### config.mk
export PLATFORM = sky130hd
export DESIGN_NAME = bram_port_arbiter
export DESIGN_NICKNAME = d
export VERILOG_FILES = /design/src/rtl/bram_port_arbiter.sv
export SDC_FILE = /design/constraint.sdc
export NUM_CORES = 1
export LEC_CHECK = 0
export CAP_MARGIN = 10
export CORE_MARGIN = 2
export CORE_UTILIZATION = 30
export DETAILED_ROUTE_END_ITERATION = 10
export GPL_ROUTABILITY_DRIVEN = 0
export HOLD_SLACK_MARGIN = 0.1
export PLACE_DENSITY_LB_ADDON = 0.1
export SLEW_MARGIN = 10
export SYNTH_ARGS = -nofsm -noshare
export SYNTH_HDL_FRONTEND = slang
export SYNTH_SLANG_ARGS = --single-unit
### constraint.sdc
create_clock -name clock -period 11.05 [get_ports clock]
set_input_delay 2.21 -clock clock [delete_from_list [all_inputs] [get_ports clock]]
set_output_delay 2.21 -clock clock [all_outputs]
set_load 0.1 [all_outputs]
### src/rtl/bram_port_arbiter.sv
// rtl/bram_port_arbiter.sv - round-robin arbiter sharing one block-RAM port among NREQ requesters
// Optional feature macro: BRAM_ARB_LOCK_EN (requester lock / exclusive ownership)
module bram_port_arbiter #(
    parameter int NREQ = 4,
    parameter int AW   = 12,
    parameter int DW   = 8
) (
    input  logic               clock,
    input  logic               reset,
    input  logic [NREQ-1:0]    req_valid,
    output logic [NREQ-1:0]    req_ready,
    input  logic [NREQ-1:0]    req_we,
    input  logic [NREQ*AW-1:0] req_addr,
    input  logic [NREQ*DW-1:0] req_wdata,
    input  logic [NREQ-1:0]    req_lock,
    output logic [NREQ-1:0]    rsp_valid,
    output logic [DW-1:0]      rsp_rdata,
    output logic               mem_en,
    output logic               mem_we,
    output logic [AW-1:0]      mem_addr,
    output logic [DW-1:0]      mem_din,
    input  logic [DW-1:0]      mem_dout
);

    localparam int PW = (NREQ > 1) ? $clog2(NREQ) : 1;

`ifdef BRAM_ARB_LOCK_EN
    localparam logic LOCK_EN = 1'b1;
`else
    localparam logic LOCK_EN = 1'b0;
`endif

    typedef enum logic {ARB, LOCKED} state_t;

    state_t          state, state_next;
    logic [PW-1:0]   ptr, ptr_next;
    logic [PW-1:0]   owner, owner_next;
    logic [PW-1:0]   gidx;
    logic [PW:0]     sum;
    logic            found;
    logic [NREQ-1:0] grant;
    logic [NREQ-1:0] rsp_valid_q;
    logic            accept;
    logic            glock;

    // Grant selection: rotate from ptr in ARB, owner only in LOCKED; nothing while in reset
    always_comb begin
        grant = '0;
        gidx  = '0;
        found = 1'b0;
        sum   = '0;
        if (!reset) begin
            if (state == LOCKED) begin
                grant[owner] = req_valid[owner];
                gidx         = owner;
            end else begin
                for (int k = 0; k < NREQ; k++) begin
                    sum = {1'b0, ptr} + (PW+1)'(k);
                    if (sum >= (PW+1)'(NREQ)) begin
                        sum = sum - (PW+1)'(NREQ);
                    end
                    if (!found && req_valid[sum[PW-1:0]]) begin
                        grant[sum[PW-1:0]] = 1'b1;
                        gidx               = sum[PW-1:0];
                        found              = 1'b1;
                    end
                end
            end
        end
    end

    // RAM port drive: OR-mux of the granted requester, all-zero when idle
    always_comb begin
        mem_we   = 1'b0;
        mem_addr = '0;
        mem_din  = '0;
        glock    = 1'b0;
        for (int i = 0; i < NREQ; i++) begin
            if (grant[i]) begin
                mem_we   = req_we[i];
                mem_addr = req_addr[i*AW +: AW];
                mem_din  = req_wdata[i*DW +: DW];
                glock    = req_lock[i];
            end
        end
    end

    assign accept    = |grant;
    assign mem_en    = accept;
    assign req_ready = grant;

    // Next pointer / lock state; ptr only advances on an accepted transfer
    always_comb begin
        state_next = state;
        owner_next = owner;
        ptr_next   = ptr;
        if (accept) begin
            ptr_next = (gidx == PW'(NREQ-1)) ? '0 : gidx + 1'b1;
            case (state)
                ARB: begin
                    if (LOCK_EN && glock) begin
                        state_next = LOCKED;
                        owner_next = gidx;
                    end
                end
                LOCKED: begin
                    if (!glock) begin
                        state_next = ARB;
                    end
                end
                default: state_next = ARB;
            endcase
        end
    end

    // State register and read-response strobe
    always_ff @(posedge clock) begin
        if (reset) begin
            state       <= ARB;
            ptr         <= '0;
            owner       <= '0;
            rsp_valid_q <= '0;
        end else begin
            state       <= state_next;
            ptr         <= ptr_next;
            owner       <= owner_next;
            rsp_valid_q <= (accept && !mem_we) ? grant : '0;
        end
    end

    // A response due during a reset cycle is dropped rather than delivered
    assign rsp_valid = rsp_valid_q & {NREQ{~reset}};
    assign rsp_rdata = mem_dout;

endmodule

* Word level (Yosys, flattened, before mapping)
Cells that the tools add are included.
** Cells by class
- $add $sub $neg :: 8
- Magnitude comparators :: 12
- Mux-type cells :: 74
- Reduce and logical (&&, ||, !) cells :: 14
- Equal/unequal tests :: 1
- Bitwise gates (word level) :: 6
** Operators by type and width (number)
- $mux W12 :: 4
- $mux W4 :: 12
- $mux W2 :: 19
- $mux W8 :: 4
- $mux W1 :: 27
- $lt A2 B3 Y1 const B :: 4
- $or A4 B4 Y4 :: 3
- $ge A3 B3 Y1 const B :: 3
- $bmux W1 S2 :: 4
- $demux W1 S2 :: 4
- $ge A2 B1 Y1 const B :: 4
- $logic_and A1 B1 Y1 :: 8
- $sub A2 B1 Y2 const B :: 4
- $add A2 B2 Y3 const B :: 2
- $and A4 B4 Y4 :: 1
- $logic_not A1 Y1 :: 4
- $reduce_or A4 Y1 :: 1
- $add A2 B1 Y3 const B :: 1
- $ge A2 B3 Y1 const B :: 1
- $add A2 B1 Y2 const B :: 1
- $eq A2 B2 Y1 const B :: 1
- $not A1 Y1 :: 2
- $reduce_or A2 Y1 :: 1
** Storage, ports and cells
- Input bits :: 102
- Output and inout port bits :: 38
- Word-level logic and storage cells :: 118
- Register bits :: 7

* Logic depth before layout (Yosys ltp)
Gate-level depths: netlist (run 1).
- Word-level depth :: 32
- Depth in mapped cells :: 12
- Mapped depth without buffers :: 9

* Least setup slack after synthesis (run 1)
No wires, ideal clock.
- Path kind :: input to output
- From :: input req_valid[2]
- To :: output mem_we
- Cell stages on the path :: 8
- Path buffers :: 1
- Data arrival time :: 6339 ps
- Slack :: 2501 ps
- Data required time :: 8840 ps
- Path through :: mux4_2 > or3b_1 > a221o_1 > and2_1 > buf_6 > inv_2 > a21oi_1 > a21boi_0
** On the way
- Elaborated cells between the ends (all ways) :: 42
- Those cells by class :: mux: 33; bitwise: 3; reduce/logical: 6
** RTL lines
- from (decl) :: line 10 : input logic [NREQ-1:0] req_valid,
- $bmux W1 S2 :: line 62 : if (!found && req_valid[sum[PW-1:0]]) begin
- $mux W1 (implied by the code) :: line 62
- $mux W1 :: line 62
- $mux W1 :: line 53 : if (state == LOCKED) begin
- $mux W1 :: line 52 : if (!reset) begin
- $logic_not A1 Y1 :: line 62
- $logic_and A1 B1 Y1 :: line 62
- $mux W1 :: line 62
- (+6 left out)
- $mux W1 :: line 52
- $logic_not A1 Y1 :: line 62
- $logic_and A1 B1 Y1 :: line 62
- $mux W4 * :: line 62
- $mux W4 * :: line 53
- $mux W4 * :: line 52
- via req_ready[1] :: line 11 : output logic [NREQ-1:0] req_ready,
- $mux W1 * (3 in a row) :: line 79 : if (grant[i]) begin
- to (decl) :: line 19 : output logic mem_we,
The timed path passes the listed nets; every way through them passes the cells marked *. The select of a mux whose other input is x is not followed.

* Final worst setup path (run 1)
- From :: input req_valid[0]
- To :: output mem_din[0]
** On the way
- Cells in the longest elaborated chain, start to end :: 24
- Elaborated cells between the ends (all ways) :: 42
- Those cells by class :: mux: 33; bitwise: 3; reduce/logical: 6
** Ends and longest elaborated chain
- $bmux W1 S2 :: line 62
- $mux W1 (implied by the code) :: line 62
- $mux W1 :: line 62
- $mux W1 :: line 53
- $mux W1 :: line 52
- $logic_not A1 Y1 :: line 62
- $logic_and A1 B1 Y1 :: line 62
- $mux W1 :: line 62
- (+6 left out)
- $mux W1 :: line 52
- $logic_not A1 Y1 :: line 62
- $logic_and A1 B1 Y1 :: line 62
- $mux W4 :: line 62
- $mux W4 * :: line 53
- $mux W4 * :: line 52
- $mux W8 (3 in a row) :: line 79
- $mux W8 * :: line 79
- to (decl) :: line 21 : output logic [DW-1:0] mem_din,
Mark *: on every way between the ends. The rest lies on a longest branch, timed or not. The select of a mux whose other input is x is not followed.

==> results of run 1 <==
Yosys cell counts (all sizes together), types with 2 or more instances:
cell type	count	area share [%]
inv	13	3.1
a21oi	26	8.3
o21a	2	0.95
nor4b	2	2.1
buf	22	11
nand4	21	8.3
o31ai	2	0.95
a221o	2	1.3
a221oi	20	11
a31oi	2	0.79
ha	8	6.4
nor2	25	6.0
mux4	4	6.2
dfxtp	7	8.9
a211oi	3	1.4
o211ai	2	0.95
o22ai	2	0.79
a21o	4	2.0
nand3	4	1.3
a22oi	2	1.3
nand2	4	0.95
and2	2	0.79
nor3	2	0.64
mux2	2	1.4
clkbuf	6	1.7
mux2i	2	1.3
nor2b	7	2.8
or3b	3	1.7
layout make-up:
type,count,area [sq um]
Clock buffer,4,45.0
Fill cell,526,2330
Inverter,14,57.6
Multi-Input combinational cell,164,1180
Sequential cell,7,140
Tap cell,70,87.6
Timing Repair Buffer,123,1230
layout by cell type (no fill, tap or decap), types with 3 or more instances in the layout:
master	count
a221oi_1	20
dfxtp_1	7
ha_1	8
nor2b_1	7
or3b_1	3
nand3_1	4
a21o_1	3
a21oi_1	26
nor2_1	25
clkbuf_8	3
nand4_1	21
clkdlybuf4s50_1	121
nand2_1	4
inv_1	11
sequential cells by signal (all words and copies together), names as in the netlist:
signal / count
rsp_valid_q: 4
state: 1
ptr: 2
per-stage QoR:
step	utilization [%]	std cells
after floorplan	-	213
after global placement	53.1	378
after detailed placement	53.1	378
after CTS	54.0	382
after global routing	54.0	382
final	54.0	382
per-layer routing:
layer  GRT usage [%]  wire [microns]  vias to the layer above
met4            5.82              96                        0
met3            3.44             379                       10
met2            35.8            3190                       90
li1                -               -                     1017
met1            28.9            2880                      948
met5               0               0                        -
worst reg2reg max path: stages, from the launching register on:
cell and delay (ps):
dfxtp_1 680, inv_1 280, ha_1 460, mux4_2 480, a21oi_1 200, a221o_1 210, and2_1 890, inv_2 140
nor3_1 360, a211oi_1 120
path summary, 6_finish.rpt:
check / start / end / slack [ps] / depth (start not counted)
worst max-delay path: req_valid[0] / mem_din[0] / 2100 / 9
worst min-delay path: state / state / 590 / 1
worst max register to register: ptr[0] / ptr[0] / 7090 / 9
worst min register to register: state / state / 590 / 1
logic make-up after synthesis:
family	share of synthesized area, %
muxes	8.90
AOI/OAI and AO/OA	32.8
adders and majority gates	6.36
xor gates and xnor gates	0.557
DFF	8.90
and+or+nand+nor	26.2
buffers and inverters	16.2
==> results by group, run 1 <==
Status
  • Outcome: complete, no violations

STA
  • RSZ-0062 raised after global routing: no
  • Slew Viols, Final: 0
  • Clk_skew: approximately 3.2 ps
  • Worst-Margin Slew: 1120 ps
  • F_max: 0.112 GHz
  • Final setup margin: 2100 ps
  • Final hold vios: 0
  • Final Cycle Share: a little over 80%
  • Min Tclk post-route: between 8000 and 9000 ps
  • WHS: 590 ps
  • Final setup TNS: 0 ps
  • Finish-stage setup viols: 0
  • Max-slew headroom: approximately a quarter

Final layout
  • Number of diodes: 0
  • Share of cells above drive strength 1: 5.45%
  • Final instance area: around 0.0027 sq mm
  • Layout area overhead: 74.1%
  • Nets: 423

GRT
  • Number of antenna violations at the first check in global routing: 0
  • Pin count of the biggest net entering global routing: 28
  • First-pass GRT wire length: 10.5 mm
  • Grt ovf: 0
  • GRT Total Usage: 21.5%
  • Vias in the first global route: 1950

CTS
  • Root Buffer: clkbuf_8
  • CTS Hold Bufs: 0
  • # H-tree levels: 1
  • Sink Count: 7
  • Num CTS Buffers: 3
  • Clock Latency Late Sink: roughly 230 ps
  • # resized after CTS: 0
  • Clock-pin slew on the worst setup and hold paths: ~40 ps
  • CTS tree: built
  • Setup Buffers After CTS: 0
  • Clock Path Buffers: 2

Critical path
  • Worst path bufs/invs: 3
  • Worst path cell trace: clkdlybuf4s50_1, mux4_1, nor4b_4, nand2_1, a21o_1, inv_1, a221oi_1, a21oi_1, clkdlybuf4s50_1
  • CP endpoint kind: output pin
  • Most used cell, CP: clkdlybuf4s50_1
  • CP max-delay cell: clkdlybuf4s50_1
  • WS Path Type: in -> out
  • Slowest stage delay, CP: 1170 ps
  • Critical path data arrival time: 6740 ps
  • Critical Path Start Type: input pin
  • Top Family by Delay on Critical Path: buffers and inverters
  • CP max FO: 22
  • Data required, critical path: around 9000 ps

Placed design
  • Pre-CTS WS: 2140 ps
  • IO Port Bufs: ~120
  • DP HPWL: 4.72 mm
  • Placed cell area: 0.00270 sq mm

Logic synthesis
  • Top_reg_cell synth: dfxtp_1
  • #FFs+latches synth: 7
  • Post-synthesis sequential area ratio: 8.90%
  • Synth async-reset ratio: 0%
  • Post-Syn Area: 0.00157 sq mm
  • Library cells used by synthesis: 49
  • Post-Syn Instances: around 210
  • Number of flops mapped to enable cells by yosys: 0
  • Synth Area per Inst: 7.39 sq um
  • Synth warn: 0
  • Mapped Nets: 323

Detailed routing
  • Avg WL per Cell: 17.2 microns
  • DRC viols: 0
  • Initial DRC Count: 120
  • First drt pass iteration count: 5
  • Vias per cell: 5.41
  • Total number of vias: just over 2000
  • Routed Wire Length: 6.55 mm
  • Antenna viol nets, final: 0

Floorplan
  • Io pins: 140
  • DIE AREA: between 0.005 and 0.006 sq mm
  • Starting Density: 31.0%
  • Cell row count: 26
  • Die Ht: 76.4 microns
  • Die width: 76.4 microns
  • Core Area: 0.00507 sq mm

Min path
  • Worst min path class: reg -> reg

Job
  • Max cap viols: 0
Power of run 1 is left out: the tool's default activity adds up to more than one toggle a clock period on the data nets, which glitch-free logic cannot reach.
==> run 2: changes to the inputs <==
Settings changed: CORE_UTILIZATION 30 to 29.
Clock period 11.05 ns to 7.81 ns, I/O delays scaled along.
==> run 2 against run 1 <==
Compared with the run above:
- sequential share of layout area is 0.098 points higher
- final cell count stayed put
- wire length is 0.89% lower
- via count is 0.63% higher
- worst hold slack better by 9.7 ps
- die area is 3.3% higher
- clock skew is 1.0 ps lower
- non-clock buffer count stayed put
- setup slack worse by 1100 ps
- critical endpoint is now mem_din[3]
- design area is 1.9% lower
==> results by group, run 2 (same netlist as run 1, synthesis figures left out) <==
Status
  • Outcome: complete, no violations (unchanged)

STA
  • Max-slew headroom: 29.9% (was 25.6%)
  • Finish-stage setup viols: 0 (unchanged)
  • Clk_skew: 2.16 ps (was 3.18 ps)
  • Final hold vios: 0 (unchanged)
  • RSZ-0062 raised after global routing: no (unchanged)
  • F_max: between 0.1 and 0.15 GHz
  • Slew Viols, Final: 0 (unchanged)
  • Final Cycle Share: roughly 87%
  • Min Tclk post-route: 6790 ps
  • Worst-Margin Slew: 1050 ps (was 1120 ps)
  • Final setup TNS: 0 ps (unchanged)

Critical path
  • Slowest stage delay, CP: 710 ps (was 1170 ps)
  • Top Family by Delay on Critical Path: buffers and inverters (unchanged)
  • CP endpoint kind: output pin (unchanged)
  • CP max FO: 22 (unchanged)
  • Critical Path Start Type: input pin (unchanged)
  • WS Path Type: in -> out (unchanged)
  • Data required, critical path: 6250 ps (was 8840 ps)
  • Worst path cell trace: clkdlybuf4s50_1, mux4_1, nor4b_4, nand2_1, a21o_1, inv_1, a221oi_1, a21oi_1, buf_4 (was clkdlybuf4s50_1, mux4_1, nor4b_4, nand2_1, a21o_1, inv_1, a221oi_1, a21oi_1, clkdlybuf4s50_1)
  • Critical path data arrival time: 5230 ps (was 6740 ps)
  • Worst path bufs/invs: 3 (unchanged)
  • CP max-delay cell: mux4_1 (was clkdlybuf4s50_1)

Floorplan
  • Cell row count: 26 (unchanged)
  • Die Ht: 77.7 microns (was 76.4 microns)
  • Starting Density: 30.4% (was 31.0%)
  • Die width: 77.7 microns (was 76.4 microns)
  • DIE AREA: 0.00603 sq mm (was 0.00584 sq mm)
  • Core Area: 0.00517 sq mm (was 0.00507 sq mm)
  • Io pins: 140 (unchanged)

CTS
  • Sink Count: 7 (unchanged)
  • # H-tree levels: 1 (unchanged)
  • # resized after CTS: 0 (unchanged)
  • CTS tree: built (unchanged)
  • Clock-pin slew on the worst setup and hold paths: 40 ps (about the same)
  • Clock Path Buffers: 2 (unchanged)
  • Clock Latency Late Sink: 230 ps (about the same)
  • CTS Hold Bufs: 0 (unchanged)
  • Num CTS Buffers: 3 (unchanged)
  • Setup Buffers After CTS: 0 (unchanged)
  • Root Buffer: clkbuf_8 (unchanged)

Final layout
  • Biggest register: rsp_valid_q (unchanged)
  • Share of cells above drive strength 1: 14.1% (was 5.45%)
  • Max FFs per register: 4 (unchanged)
  • Nets: 423 (unchanged)
  • Most frequent cells in the layout: clkdlybuf4s50_1 (95), buf_4 (27), a21oi_1 (26), nor2_1 (25), nand4_1 (21) (was clkdlybuf4s50_1 (121), a21oi_1 (26), nor2_1 (25), nand4_1 (21), a221oi_1 (20))
  • Number of diodes: 0 (unchanged)
  • Commonest non-fill, non-tap cell in the layout: clkdlybuf4s50_1 (unchanged)
  • Layout area overhead: 70.8% (was 74.1%)
  • Largest registers: rsp_valid_q x4, ptr x2, state x1 (unchanged)

Detailed routing
  • Total number of vias: 2078 (was 2065)
  • Antenna viol nets, final: 0 (unchanged)
  • Initial DRC Count: 83 (was 120)
  • First drt pass iteration count: 6 (was 5)
  • Routed Wire Length: 6.50 mm (was 6.55 mm)
  • DRC viols: 0 (unchanged)
  • Avg WL per Cell: 17.0 microns (was 17.2 microns)
  • Vias per cell: 5.44 (was 5.41)

Placed design
  • IO Port Bufs: 121 (unchanged)
  • DP HPWL: 4.79 mm (was 4.72 mm)

GRT
  • Met3 usage: 3.14% (was 3.44%)
  • Number of antenna violations at the first check in global routing: 0 (unchanged)
  • Pin count of the biggest net entering global routing: 28 (unchanged)
  • GRT Total Usage: 20.0% (was 21.5%)
  • Met2 usage: 35.1% (was 35.8%)
  • Grt ovf: 0 (unchanged)
  • GR Util met1: 26.0% (was 28.9%)
  • GR peak layer: met2 (unchanged)
  • First-pass GRT wire length: 9.89 mm (was 10.5 mm)
  • Vias in the first global route: 1909 (was 1950)

Job
  • Max cap viols: 0 (unchanged)

Min path
  • Worst min path class: reg -> reg (unchanged)
-- run 2: cell types whose count changed in the layout (fill, tap and decap cells not counted) --
| cell | before | now |
|---|---|---|
| buf_12 | 0 | 1 |
| buf_4 | 2 | 27 |
| clkbuf_1 | 1 | 0 |
| clkdlybuf4s50_1 | 121 | 95 |
| clkinv_2 | 0 | 1 |
-- run 2: routing by layer --
| layer | wire (microns) | part of all wire [%] | vias up |
|---|---|---|---|
| met5 | 0 | 0 | - |
| met4 | 64 | 0.99 | 0 |
| met3 | 393 | 6.1 | 10 |
| met2 | 3230 | 50 | 90 |
| met1 | 2810 | 43 | 963 |
| li1 | - | - | 1015 |
-- run 2: area by class of cell --
type                       count  area [sq um]
clock buffer                   3          41.3
clock inverter                 1          5.00
fill                         503          2480
inverter                      14          57.6
multi-input combinational    164          1180
sequential                     7           140
tap                           70          87.6
timing repair buffer         123          1170
-- run 2: worst paths after layout --
path                              startpoint         end  slack [ps]  depth (start not counted)
worst min-delay path                   state       state         600                          1
worst max-delay path            req_valid[0]  mem_din[3]        1020                          9
worst max register to register        ptr[0]      ptr[0]        3910                          9
worst min register to register         state       state         600                          1
-- run 2: per-stage QoR --
stage / utilization, % / hold slack (ps) / worst slack, ps / cell area, sq um / instances
floorplan: - / 524 / 557 / 1570 / 213
global placement: 51.1 / 589 / 1010 / 2640 / 378
detailed placement: 51.1 / 591 / 1030 / 2640 / 378
CTS: 52.0 / 606 / 1020 / 2690 / 382
global route: 52.0 / 646 / 707 / 2690 / 382
finish: 52.0 / 600 / 1020 / 2690 / 382
Power of run 2 is left out for the same reason.
